### src/rtl/scariv_csu_issue_ctrl.sv
// scariv_csu_issue_ctrl -- serializing issue controller in front of the CSU pipe.
// Dispatched CSR/system ops are buffered in order. One op is released at a time,
// only when it is the oldest uncommitted instruction, and the next waits for its done.
// Optional build macro: SCARIV_CSU_ISSUE_WATCHDOG_EN adds a lost-done watchdog;
// without it o_watchdog_err is tied low.
module scariv_csu_issue_ctrl #(
   parameter int ENTRY_SIZE = 4,
   parameter int CMT_ID_W   = 7,
   parameter int GRP_W      = 4,
   parameter int PAYLOAD_W  = 64
) (
   input  logic                 i_clk,
   input  logic                 i_reset,
   input  logic                 i_disp_valid,
   input  logic [CMT_ID_W-1:0]  i_disp_cmt_id,
   input  logic [GRP_W-1:0]     i_disp_grp_id,
   input  logic [PAYLOAD_W-1:0] i_disp_payload,
   output logic                 o_disp_ready,
   input  logic [CMT_ID_W-1:0]  i_cmt_head_cmt_id,
   input  logic [GRP_W-1:0]     i_cmt_head_grp_id,
   input  logic                 i_flush_valid,
   output logic                 o_issue_valid,
   output logic [CMT_ID_W-1:0]  o_issue_cmt_id,
   output logic [GRP_W-1:0]     o_issue_grp_id,
   output logic [PAYLOAD_W-1:0] o_issue_payload,
   input  logic                 i_done_valid,
   input  logic [CMT_ID_W-1:0]  i_done_cmt_id,
   input  logic [GRP_W-1:0]     i_done_grp_id,
   output logic                 o_busy,
   output logic                 o_watchdog_err
);

   localparam int PTR_W = $clog2(ENTRY_SIZE);
   localparam int CNT_W = $clog2(ENTRY_SIZE + 1);

   typedef enum logic [1:0] {IDLE, ISSUE, WAIT_DONE, DRAIN} state_t;

   state_t               r_state;
   state_t               w_state_nxt;

   logic [CMT_ID_W-1:0]  r_q_cmt_id  [ENTRY_SIZE];
   logic [GRP_W-1:0]     r_q_grp_id  [ENTRY_SIZE];
   logic [PAYLOAD_W-1:0] r_q_payload [ENTRY_SIZE];
   logic [PTR_W-1:0]     r_head;
   logic [PTR_W-1:0]     r_tail;
   logic [CNT_W-1:0]     r_count;

   logic [CMT_ID_W-1:0]  r_if_cmt_id;
   logic [GRP_W-1:0]     r_if_grp_id;
   logic [PAYLOAD_W-1:0] r_if_payload;

   logic                 w_push;
   logic                 w_pop;
   logic                 w_head_match;
   logic                 w_done_match;
   logic                 w_latch;

   assign o_disp_ready = !i_reset && (r_count < CNT_W'(ENTRY_SIZE)) && !i_flush_valid;
   assign w_push       = i_disp_valid && o_disp_ready;
   assign w_pop        = (r_state == ISSUE) && !i_flush_valid;
   assign w_head_match = (r_count != '0) &&
                         (r_q_cmt_id[r_head] == i_cmt_head_cmt_id) &&
                         (r_q_grp_id[r_head] == i_cmt_head_grp_id);
   assign w_done_match = i_done_valid &&
                         (i_done_cmt_id == r_if_cmt_id) &&
                         (i_done_grp_id == r_if_grp_id);

   // Queue storage: write the entry at the tail on an accepted dispatch.
   // NOTE: the data array has no reset; r_count alone says which entries are valid.
   always_ff @(posedge i_clk) begin
      if (w_push) begin
         r_q_cmt_id[r_tail]  <= i_disp_cmt_id;
         r_q_grp_id[r_tail]  <= i_disp_grp_id;
         r_q_payload[r_tail] <= i_disp_payload;
      end
   end

   // Queue pointers and occupancy; a flush empties the queue ahead of any pop or push.
   // NOTE: all sequential state uses non-blocking assignments so every flop samples pre-edge values.
   always_ff @(posedge i_clk or posedge i_reset) begin
      if (i_reset) begin
         r_head  <= '0;
         r_tail  <= '0;
         r_count <= '0;
      end else if (i_flush_valid) begin
         r_head  <= r_tail;
         r_count <= '0;
      end else begin
         if (w_push) r_tail <= r_tail + 1'b1;
         if (w_pop)  r_head <= r_head + 1'b1;
         r_count <= r_count + CNT_W'(w_push) - CNT_W'(w_pop);
      end
   end

   // FSM state register.
   always_ff @(posedge i_clk or posedge i_reset) begin
      if (i_reset) r_state <= IDLE;
      else         r_state <= w_state_nxt;
   end

   // FSM next state and issue strobe.
   // NOTE: every output of this block gets a default first so no latch is inferred.
   always_comb begin
      w_state_nxt   = r_state;
      w_latch       = 1'b0;
      o_issue_valid = 1'b0;
      case (r_state)
         IDLE: begin
            if (!i_flush_valid && w_head_match) begin
               w_state_nxt = ISSUE;
               w_latch     = 1'b1;
            end
         end
         ISSUE: begin
            o_issue_valid = !i_flush_valid;
            w_state_nxt   = i_flush_valid ? IDLE : WAIT_DONE;
         end
         WAIT_DONE: begin
            if (w_done_match)       w_state_nxt = IDLE;
            else if (i_flush_valid) w_state_nxt = DRAIN;
         end
         DRAIN: begin
            // The pipe cannot be killed; wait for the in-flight op to report done.
            if (w_done_match) w_state_nxt = IDLE;
         end
         default: w_state_nxt = IDLE;
      endcase
   end

   // In-flight registers: capture the queue head when it is selected for issue.
   always_ff @(posedge i_clk or posedge i_reset) begin
      if (i_reset) begin
         r_if_cmt_id  <= '0;
         r_if_grp_id  <= '0;
         r_if_payload <= '0;
      end else if (w_latch) begin
         r_if_cmt_id  <= r_q_cmt_id[r_head];
         r_if_grp_id  <= r_q_grp_id[r_head];
         r_if_payload <= r_q_payload[r_head];
      end
   end

   assign o_issue_cmt_id  = r_if_cmt_id;
   assign o_issue_grp_id  = r_if_grp_id;
   assign o_issue_payload = r_if_payload;
   assign o_busy          = (r_count != '0) || (r_state != IDLE);

`ifdef SCARIV_CSU_ISSUE_WATCHDOG_EN
   logic [7:0] r_wd_cnt;
   logic       r_wd_err;

   // Watchdog: count cycles spent waiting for done; flag sticks once 255 is reached.
   always_ff @(posedge i_clk or posedge i_reset) begin
      if (i_reset) begin
         r_wd_cnt <= '0;
         r_wd_err <= 1'b0;
      end else if (r_state == ISSUE && w_state_nxt == WAIT_DONE) begin
         r_wd_cnt <= '0;
      end else if ((r_state == WAIT_DONE || r_state == DRAIN) && r_wd_cnt != 8'hff) begin
         r_wd_cnt <= r_wd_cnt + 8'd1;
         if (r_wd_cnt == 8'hfe) r_wd_err <= 1'b1;
      end
   end

   assign o_watchdog_err = r_wd_err;
`else
   assign o_watchdog_err = 1'b0;
`endif

endmodule

### config.mk
export PLATFORM = sky130hd
export DESIGN_NAME = scariv_csu_issue_ctrl
export DESIGN_NICKNAME = d
export VERILOG_FILES = /design/src/rtl/scariv_csu_issue_ctrl.sv
export SDC_FILE = /design/constraint.sdc
export NUM_CORES = 1
export LEC_CHECK = 0
export ABC_CLOCK_PERIOD_IN_PS = 3000
export CORE_AREA = 4 4 167 169
export DETAILED_ROUTE_END_ITERATION = 7
export DIE_AREA = 0 0 171 173
export DONT_BUFFER_PORTS = 1
export PLACE_DENSITY = 0.73
export SLEW_MARGIN = 20
export SYNTH_ARGS = -nofsm -noshare
export SYNTH_HDL_FRONTEND = slang
export SYNTH_SLANG_ARGS = --single-unit
### constraint.sdc
create_clock -name i_clk -period 3 [get_ports i_clk]
set_clock_uncertainty 0.1 [all_clocks]
set_input_delay 0.45 -clock i_clk [delete_from_list [all_inputs] [get_ports i_clk]]
set_output_delay 0.45 -clock i_clk [all_outputs]
set_load 0.05 [all_outputs]
==> results of run 1 <==
per-layer routing:
layer,up-vias,share of wire
met5,-,0
met4,0,0.018
met3,37,0.049
met2,157,0.55
met1,3447,0.38
li1,2827,-
registers in the layout, indices dropped and copies added (netlist names), 3 cells and up:
name / count
r_q_payload: 256
r_q_grp_id: 16
o_issue_payload: 64
r_q_cmt_id: 28
o_issue_grp_id: 4
o_issue_cmt_id: 7
r_count: 3
power by group:
part | switching [mW] | leakage (nW) | internal (mW) | total (mW)
Sequential | 0.159 | 3.86 | 6.03 | 6.19
Clock | 1.80 | 0.571 | 2.62 | 4.42
Combinational | 1.01 | 1.64 | 1.11 | 2.12
per-stage QoR:
stage | setup slack, ns | area [um2]
2_1_floorplan | 0.1320 | 14440
3_3_place_gp | 0.1542 | 14980
3_5_place_dp | 0.04693 | 14980
4_1_cts | 0.01144 | 16920
5_1_grt | 0.004283 | 16980
6_report | 0.1091 | 16980
how the worst max path moves through the flow:
stage                                                 end  slack, ns  cells past startpoint
after global placement     o_issue_payload[9]$_DFFE_PP0P_       0.15                      6
after detailed placement  o_issue_payload[47]$_DFFE_PP0P_       0.05                      6
after CTS                 o_issue_payload[22]$_DFFE_PP0P_       0.01                      7
after global routing      o_issue_payload[47]$_DFFE_PP0P_      0.004                      7
after floorplan                r_q_cmt_id[0][0]$_DFFE_PP_       0.13                      2
final                     o_issue_payload[47]$_DFFE_PP0P_       0.11                      7
worst max-delay path: cells and delay by family (launching register included):
family,cells,cell delay (ns)
DFF,1,0.56
muxes,2,0.92
AOI/OAI and AO/OA,1,0.37
xor gates and xnor gates,1,0.17
and+or+nand+nor,1,0.16
buffers and inverters,2,0.43
layout by cell type, fill, tap and decap left out, drive strengths merged, types with 2 or more instances in the layout:
master | synthesis | layout
mux2 | 75 | 75
nor2 | 4 | 4
inv | 6 | 7
nand4 | 5 | 5
ha | 6 | 6
nand2 | 4 | 4
dlygate4sd3 | 0 | 77
o21ai | 4 | 4
and3 | 4 | 4
mux2i | 9 | 9
dfrtp | 84 | 84
edfxtp | 300 | 300
nor2b | 2 | 2
clkinv | 0 | 9
xor2 | 5 | 5
bufinv | 0 | 2
xnor2 | 25 | 25
mux4 | 72 | 72
or3 | 2 | 2
nor3 | 2 | 2
buf | 14 | 25
nand3 | 2 | 2
clkbuf | 14 | 57
timing repair:
item                                    CTS  global route
hold endpoints to repair                366             0
gates resized for setup                   0             5
setup buffers                             0             3
endpoints found under the setup margin    0            72
hold buffers                             77             0
cell families after synthesis:
family                     after synthesis  synth area share
buffers and inverters                   34           0.01249
adders and majority gates                7          0.006591
xor gates and xnor gates                30           0.01821
other                                    1         0.0002599
DFF                                    384            0.7702
muxes                                  156            0.1772
AOI/OAI and AO/OA                        7          0.004337
and+or+nand+nor                         28           0.01075
Yosys cell counts (2+ instances only):
master      n
nor2_1      4
nor3_1      2
mux2_2     36
buf_2       6
mux2_1     39
nand2_1     4
clkbuf_1   14
nand4_1     5
mux4_2     72
and3_1      4
buf_6       5
nor2b_1     2
xnor2_1    25
inv_1       6
ha_1        6
buf_4       2
o21ai_0     4
or3_1       2
xor2_1      5
dfrtp_1    84
mux2i_1     9
nand3_1     2
edfxtp_1  300
layout make-up:
cell class	instances	area share
clock buffers	56	0.06241
repair buffers	103	0.06278
multi-input cells	229	0.1870
flip-flops and latches	384	0.6548
inverters	6	0.001474
clock inverters	12	0.006411
well taps	341	0.02513
==> impl_metrics.toml, run 1 <==
[place]
dp.cells = 982
place.gp.congestion = 0.7299
hpwl_um = 16820
io_buffers = 0

[layout]
n_fill_cell = 1750
final-instance-count-excl-fill = 1131
multiInputGateArea_um2 = 3176
final_nets = 871
area_growth_pct = 17.70
layout-drive-gt1-share = 0.2481
finalCoreUtilization = 0.6389
seq_area_um2 = 11120
diodes = 0

[worst_hold_path]
hold-path-endpoint = "r_state[0]$_DFFE_PP0P_"
hp-class = "primary input to flip-flop"
hold_depth = 2
worstHoldStart = "i_flush_valid"

[synthesis]
yosysSeqAreaShare = 0.7702
ys_async_sr_fraction = 0.2188
syn_area_um2 = 14430
synth_top_cell_by_area = "edfxtp_1"
synth-edff-count = 300
ys.warnings.count = 0
synthDistinctLibCells = 32
synth_area_leaders = "edfxtp_1 (62%), dfrtp_1 (15%), mux4_2 (11%)"
syn_avg_cell_area_um2 = 22.30
synth_top_area_share = 0.6245
syn-num-nets = 756
synthCells = 647
ys_seq_elements = 384
synthFlopType = "edfxtp_1"

[clock_network]
cts_root_buffer = "clkbuf_16"
cts.sinks = 384
clk_pin_slew_ns = 0.06
clock_latency_ns = 0.50
cts_tree = "built"
cts_made_buffers = 38
h-tree-depth = 2
clockBufferDepth = 3

[critical_path]
required_ns = 3.28
worstSetupStartpointType = "flip-flop"
crit_path_max_incr_delay_ns = 0.56
slowest_stage = "dfrtp_4"
critical_path.startpoint = "r_head[0]$_DFFE_PP0P_"
worstSetupEndpointType = "flip-flop"
crit_chain = "mux4_2 -> xnor2_1 -> nand4_1 -> a2111oi_4 -> buf_4 -> clkbuf_16 -> mux2_1"
cp.arrival_ns = 3.17
regToRegSetupSlack_ns = 0.11
r2r_cells = 7
crit_fanout = 26
crit_type = "flip-flop to flip-flop"
worst_r2r_endpoint = "o_issue_payload[47]$_DFFE_PP0P_"
r2r_start = "r_head[0]$_DFFE_PP0P_"

[routing]
avgViaCountPerCell = 5.719
initialDrtViolationCount = 320
drt_wl_total_um = 27040
drc = 0
wl_per_cell_um = 23.91
vias = 6468
ant_nets = 0
first_pass_iters = 4

[sta]
worst_pin_slew_ns = 0.8824
hold_viol_final = 0
rsz0062_at_grt = "no"
setup_viol = 0
fin_crit_sh = 0.9636
slew_headroom = 0.4118
max_freq_mhz = 345.9
report.final.slew_viol_count = 0
hold_ws_ns = 0.02314
fin_tns_setup_ns = 0
fin_crit_ns = 2.891

[global_routing]
use_met1 = 0.2294
met2_usage = 0.3316
grt_use_met3 = 0.04047
gr-total-overflow = 0
antenna_found_initial = 0
first_global_vias = 7201
grt_pass1_wl_um = 41910
grt_usage = 0.1845
grt_busiest_layer = "met2"
grt_max_degree = 62

[floorplanning]
die_width_um = 171
die-area_um2 = 29580
io_pins = 181
start_util = 0.5428
die_h_um = 173
core_region_area_um2 = 26580
rows = 60

[pwr]
vdd_drop_max_uv = 522.9
total_power_mw = 12.73
p_leak_nw = 6.071
power_density_nw_per_um2 = 749.7

[status]
status = "completed"

[flow_run]
maxCapViolations = 0
Power figures use the tool's default switching activity.
==> run 2: changes to the inputs <==
--- a/config.mk
+++ b/config.mk
@@ -5,7 +5,6 @@
 export SDC_FILE = /design/constraint.sdc
 export NUM_CORES = 1
 export LEC_CHECK = 0
-export ABC_CLOCK_PERIOD_IN_PS = 3000
 export CORE_AREA = 4 4 167 169
 export DETAILED_ROUTE_END_ITERATION = 7
 export DIE_AREA = 0 0 171 173
==> results of run 2 <==
No change in the layout: final DEF, timing and power equal those of run 1.
